--- src/rtl/pong_sound_gen.sv ---
// Purpose : turns one-cycle Pong game-event pulses (paddle, wall, miss) into square-wave tones on Speaker.
// Latency : the event is sampled at edge t; the tone state, Busy=1 and Speaker=0 all appear after edge t.
//           The first Speaker rise follows H clocks later.
// Backpres: none. An event below the priority of the current tone is dropped. An event of equal or higher
//           priority restarts its tone from the beginning.
//
// Ports:
//   Clock     in   system clock
//   Reset     in   synchronous, active-high; clears state, counters and outputs
//   PaddleHit in   one-cycle pulse, ball struck paddle     (priority 2)
//   WallHit   in   one-cycle pulse, ball struck a wall     (priority 1)
//   Miss      in   one-cycle pulse, ball left the field    (priority 3, two-note tone)
//   Speaker   out  registered square wave
//   Busy      out  registered, high while any tone segment is playing
module pong_sound_gen #(
  parameter int unsigned CNT_W       = 26,
  parameter int unsigned HALF_PADDLE = 104167,
  parameter int unsigned HALF_WALL   = 208333,
  parameter int unsigned HALF_MISS_A = 156250,
  parameter int unsigned HALF_MISS_B = 416667,
  parameter int unsigned DUR_SHORT   = 5000000,
  parameter int unsigned DUR_LONG    = 15000000
) (
  input  logic Clock,
  input  logic Reset,
  input  logic PaddleHit,
  input  logic WallHit,
  input  logic Miss,
  output logic Speaker,
  output logic Busy
);

  typedef logic [CNT_W-1:0] cnt_t;
  typedef logic [1:0]       prio_t;

  typedef enum logic [2:0] {
    ST_IDLE   = 3'd0,
    ST_PADDLE = 3'd1,
    ST_WALL   = 3'd2,
    ST_MISS_A = 3'd3,
    ST_MISS_B = 3'd4
  } state_t;

  // Terminal counts are stored as H-1 / D-1, so the comparisons below are simple equality checks.
  localparam cnt_t HT_PADDLE = cnt_t'(HALF_PADDLE - 1);
  localparam cnt_t HT_WALL   = cnt_t'(HALF_WALL - 1);
  localparam cnt_t HT_MISS_A = cnt_t'(HALF_MISS_A - 1);
  localparam cnt_t HT_MISS_B = cnt_t'(HALF_MISS_B - 1);
  localparam cnt_t DT_SHORT  = cnt_t'(DUR_SHORT - 1);
  localparam cnt_t DT_LONG   = cnt_t'(DUR_LONG - 1);

  localparam prio_t PRIO_NONE   = 2'd0;
  localparam prio_t PRIO_WALL   = 2'd1;
  localparam prio_t PRIO_PADDLE = 2'd2;
  localparam prio_t PRIO_MISS   = 2'd3;

  state_t state_q, state_d;
  cnt_t   half_q,  half_d;
  cnt_t   dur_q,   dur_d;
  logic   speaker_q, speaker_d;
  logic   busy_q,    busy_d;

  // Event arbitration
  prio_t  req_prio;
  state_t req_state;
  prio_t  cur_prio;
  logic   accept;

  // Current segment parameters
  cnt_t   half_term;
  cnt_t   dur_term;
  state_t seg_next;
  logic   active;
  logic   half_wrap;
  logic   seg_end;

  // Fixed-priority encoder over the incoming pulses. Only the winner is seen downstream.
  always_comb begin
    req_prio  = PRIO_NONE;
    req_state = ST_IDLE;
    if (Miss) begin
      req_prio  = PRIO_MISS;
      req_state = ST_MISS_A;
    end else if (PaddleHit) begin
      req_prio  = PRIO_PADDLE;
      req_state = ST_PADDLE;
    end else if (WallHit) begin
      req_prio  = PRIO_WALL;
      req_state = ST_WALL;
    end
  end

  // Both miss notes share miss priority, so a new Miss also restarts from note 1 during note 2.
  always_comb begin
    cur_prio = PRIO_NONE;
    unique case (state_q)
      ST_IDLE:   cur_prio = PRIO_NONE;
      ST_WALL:   cur_prio = PRIO_WALL;
      ST_PADDLE: cur_prio = PRIO_PADDLE;
      ST_MISS_A: cur_prio = PRIO_MISS;
      ST_MISS_B: cur_prio = PRIO_MISS;
      default:   cur_prio = PRIO_NONE;
    endcase
  end

  // An event is taken when its priority is at least that of the playing tone.
  // In IDLE the current priority is NONE, so any event is taken.
  assign accept = (req_prio != PRIO_NONE) && (req_prio >= cur_prio);

  // Segment lookup: half-period terminal, duration terminal and the state that follows the segment.
  always_comb begin
    half_term = '0;
    dur_term  = '0;
    seg_next  = ST_IDLE;
    unique case (state_q)
      ST_PADDLE: begin
        half_term = HT_PADDLE;
        dur_term  = DT_SHORT;
        seg_next  = ST_IDLE;
      end
      ST_WALL: begin
        half_term = HT_WALL;
        dur_term  = DT_SHORT;
        seg_next  = ST_IDLE;
      end
      ST_MISS_A: begin
        half_term = HT_MISS_A;
        dur_term  = DT_LONG;
        seg_next  = ST_MISS_B;
      end
      ST_MISS_B: begin
        half_term = HT_MISS_B;
        dur_term  = DT_LONG;
        seg_next  = ST_IDLE;
      end
      default: begin
        half_term = '0;
        dur_term  = '0;
        seg_next  = ST_IDLE;
      end
    endcase
  end

  assign active    = (state_q != ST_IDLE);
  assign half_wrap = active && (half_q == half_term);
  assign seg_end   = active && (dur_q == dur_term);

  // ---------------------------------------------------------------------------
  // State register
  // ---------------------------------------------------------------------------
  always_ff @(posedge Clock) begin
    if (Reset) begin
      state_q   <= ST_IDLE;
      half_q    <= '0;
      dur_q     <= '0;
      speaker_q <= 1'b0;
      busy_q    <= 1'b0;
    end else begin
      state_q   <= state_d;
      half_q    <= half_d;
      dur_q     <= dur_d;
      speaker_q <= speaker_d;
      busy_q    <= busy_d;
    end
  end

  // ---------------------------------------------------------------------------
  // Next-state and counter logic
  // ---------------------------------------------------------------------------
  // A newly accepted event takes precedence over a coincident segment end. The new tone then
  // starts fresh instead of being followed into the next segment.
  always_comb begin
    state_d = state_q;
    half_d  = half_q;
    dur_d   = dur_q;
    if (accept) begin
      state_d = req_state;
      half_d  = '0;
      dur_d   = '0;
    end else if (!active) begin
      state_d = ST_IDLE;
      half_d  = '0;
      dur_d   = '0;
    end else if (seg_end) begin
      state_d = seg_next;
      half_d  = '0;
      dur_d   = '0;
    end else begin
      half_d  = half_wrap ? '0 : half_q + cnt_t'(1);
      dur_d   = dur_q + cnt_t'(1);
    end
  end

  // ---------------------------------------------------------------------------
  // Output logic (registered through speaker_q / busy_q)
  // ---------------------------------------------------------------------------
  // Every segment starts low. A segment end forces Speaker low even when a toggle is due on the same
  // edge, so MISS_A -> MISS_B restarts cleanly.
  always_comb begin
    speaker_d = speaker_q;
    if (accept || seg_end || !active) begin
      speaker_d = 1'b0;
    end else if (half_wrap) begin
      speaker_d = ~speaker_q;
    end
    busy_d = (state_d != ST_IDLE);
  end

  assign Speaker = speaker_q;
  assign Busy    = busy_q;

  // Counters never pass their terminal value, and Busy tracks the state register.
  a_half_bound: assert property (@(posedge Clock) disable iff (Reset) half_q <= half_term);
  a_dur_bound:  assert property (@(posedge Clock) disable iff (Reset) dur_q <= dur_term);
  a_busy_state: assert property (@(posedge Clock) disable iff (Reset) busy_q == active);

endmodule

--- config.mk ---
export PLATFORM = sky130hd
export DESIGN_NAME = pong_sound_gen
export DESIGN_NICKNAME = d
export VERILOG_FILES = /design/src/rtl/pong_sound_gen.sv
export SDC_FILE = /design/constraint.sdc
export NUM_CORES = 1
export LEC_CHECK = 0
export ABC_AREA = 1
export CORE_AREA = 2 2 59 102
export CTS_CLUSTER_DIAMETER = 150
export DETAILED_ROUTE_END_ITERATION = 12
export DIE_AREA = 0 0 61 104
export PLACE_DENSITY_LB_ADDON = 0.3
export SYNTH_ARGS = -nofsm -noshare
export SYNTH_HDL_FRONTEND = slang
export SYNTH_SLANG_ARGS = --single-unit
--- constraint.sdc ---
create_clock -name Clock -period 2.45 [get_ports Clock]
set_input_delay 0.735 -clock Clock [delete_from_list [all_inputs] [get_ports Clock]]
set_output_delay 0.735 -clock Clock [all_outputs]
set_load 0.1 [all_outputs]
==> impl_metrics.tcl, run 1 <==
set metrics [dict create \
    synth_top_area_cell "dfxtp_1" \
    synth_ff_type "dfxtp_1" \
    cp_top_family "simple AND/OR/NAND/NOR gates" \
    drtIter0Drc 182 \
    yosys-top-cells-count "nand2_1, nor2_1, inv_1" \
    dp_slack_ps -395 \
    die_y_um 104 \
    cp_num_buf_inv 2 \
    grt_pass1_vias 3228 \
    crit_type "in2reg" \
    layout-drive-gt1-share 0.119 \
    cts-htree-levels 3 \
    fin_nets 534 \
    maxCapViolCount 0 \
    synthTopCellsByArea "dfxtp_1, nand2_1, nor2_1" \
    dieArea_um2 6340 \
    yosysMostFrequentCell "nand2_1" \
    grt_max_degree 27 \
    required_ps 2740 \
    clock_sinks 57 \
    wire_per_inst_um 13.8 \
    async_flop_share 0 \
    outcome "completed" \
    synth.distinct_cells 32 \
    gp_congestion 0.923 \
    dpl_cell_area_um2 3510 \
    syn-num-nets 513 \
    p_leak_nw 1.47 \
    synth_top_area_frac 0.343 \
    worst_slew_pin_slew_ps 391 \
    antenna_cells 0 \
    setup.worst_path.start_class "primary input" \
    synthCells 504 \
    maxSlewHeadroom 0.737 \
    ctsHoldBuffers 0 \
    drtAntennaViolNets 0 \
    period_minus_slack_ps 2340 \
    start_util 0.601 \
    crit_chain "clkdlybuf4s50_1, or2_4, ha_1, o21ai_1, nand2_1, o21ai_2, buf_6, nand2_4, nor2_8, nand2_4, nor2_1" \
    cts_buffer_depth 2 \
    grt_overflow 0 \
    regArea_um2 1140 \
    multiInputGateArea_um2 1910 \
    hold_viol 0 \
    clk_latency_ps 350 \
    core_area_um2 5540 \
    powerDensity_nw_per_um2 623 \
    cts.clk_slew.worst_paths_ps 70 \
    track_usage 0.284 \
    critPathMaxFanout 13 \
    final_area_um2 3770 \
    cp.arrival_ps 2630 \
    fin_ws_ps 110 \
    dr.pass1.iters 5 \
    synth_edf_count 0 \
    cp_common_cell "nand2_4" \
    postSynthAreaPerCell_um2 6.60 \
    min_path_type "reg2reg" \
    root_buffer "clkbuf_8" \
    clock.fmax_mhz 427 \
    setup_viol 0 \
    numCtsBuffers 9 \
    synth-seq-area-share 0.343 \
    cp_slowest_cell "clkdlybuf4s50_1" \
    cts_tree "built" \
    dp.cells 588 \
    io_pins 7 \
    ys_ff_latch 57 \
    fin_crit_sh 0.955 \
    fill_cells 494 \
    port_buffers 6 \
    stdcell_count 606 \
    antenna_found_initial 0 \
    synth-warning-count 0 \
    hpwlAfterDp_um 6150 \
    syn2layout_area_growth_pct 13.3 \
    setup_tns_ps 0 \
    via_count 3226 \
    end_kind "flop" \
    finalMaxSlewViolations 0 \
    grt_pass1_wl_um 13500 \
    rsz0062_at_grt "false" \
    fin_skew_ps 11.0 \
    cpPeakStageDelay_ps 440 \
    wl_um 8360 \
    syn-cell-area_um2 3330 \
    vdd_drop_max_v 0.000495 \
    drc_errors 0 \
    placementRows 36 \
    via_per_inst 5.32 \
    die_w_um 61 \
]
-- stage by stage --
step                      hold WS [ps]   util  total power [mW]
after floorplan                    440      -              1.31
after global placement             466  0.633              1.39
after detailed placement           493  0.633              1.40
after CTS                          502  0.673              2.35
after global routing               516  0.681              2.46
final                              498  0.681              2.35
-- cells in the final DEF (no fill, tap or decap), types with 2 or more instances in the layout --
cell	instances
xnor2_1	8
or2_2	7
nand2_4	5
nand4_1	12
o21ai_0	8
inv_1	69
a21oi_1	15
nor3b_1	3
nor2_1	95
buf_6	2
nand3_1	33
buf_4	7
nor3_1	25
inv_2	4
xor2_1	24
dfxtp_1	57
nand2_1	97
nor2_2	12
clkinvlp_4	2
clkdlybuf4s50_1	3
ha_1	4
nand3_2	2
and3_1	2
clkbuf_8	12
o21ai_1	5
-- sequential cells by signal, indices dropped and copies added, names as in the netlist --
register,count
Busy,1
Speaker,1
dur_q,26
half_q,26
state_q,3
-- power by group --
part / switching, mW / leakage (nW) / internal [mW]
clock network: 0.392 / 0.105 / 0.550
logic: 0.289 / 0.903 / 0.157
registers: 0.0201 / 0.460 / 0.943
total: 0.701 / 1.47 / 1.65
-- per-layer routing --
layer / share of wire / GRT usage
met5: 0 / 0
met4: 0.059 / 0.197
met3: 0.041 / 0.0784
met2: 0.55 / 0.501
met1: 0.35 / 0.259
-- worst reg2reg max path, delay by kind of cell (launching register included) --
| family | cells | cell delay [ps] |
|---|---|---|
| DFF | 1 | 490 |
| and+or+nand+nor | 8 | 1030 |
| adders and majority gates | 1 | 260 |
| buffers and inverters | 3 | 240 |
| AOI/OAI and AO/OA | 2 | 160 |
-- cell type report --
class	instances	area share
Multi-Input combinational cell	370	0.506
Sequential cell	57	0.302
Inverter	73	0.0726
Clock buffer	12	0.0438
Timing Repair Buffer	14	0.0365
Tap cell	76	0.0252
Clock inverter	4	0.0133
-- logic make-up (layout without fill, tap and decap cells) --
group / Yosys count / in the layout / share of synthesized area
simple gates: 300 / 301 / 0.414
xor+xnor: 32 / 32 / 0.0842
buf+inv: 78 / 103 / 0.0932
compound gates: 33 / 33 / 0.0511
flops: 57 / 57 / 0.343
fa+ha+maj: 4 / 4 / 0.0150
-- final timing paths --
| check | start | end | slack, ps | cells past startpoint |
|---|---|---|---|---|
| setup / recovery | Miss | half_q[24] | 110 | 11 |
| hold / removal | dur_q[25] | dur_q[25] | 500 | 2 |
| setup reg to reg | state_q[1] | half_q[24] | 210 | 14 |
| hold reg to reg | dur_q[25] | dur_q[25] | 500 | 2 |
-- what timing repair did --
action / 4_1_cts / 5_1_grt
setup endpoints to repair: 4 / 38
setup buffers: 0 / 1
resized for setup: 1 / 8
gates cloned: 0 / 1
pin swaps: 0 / 4
Power figures use the tool's default switching activity.
==> run 2: changes to the inputs <==
--- a/config.mk
+++ b/config.mk
@@ -8,6 +8,7 @@
 export ABC_AREA = 1
 export CORE_AREA = 2 2 59 102
 export CTS_CLUSTER_DIAMETER = 150
+export CTS_CLUSTER_SIZE = 28
 export DETAILED_ROUTE_END_ITERATION = 12
 export DIE_AREA = 0 0 61 104
 export PLACE_DENSITY_LB_ADDON = 0.3
==> results of run 2 <==
No change in the layout: final DEF, timing and power equal those of run 1.
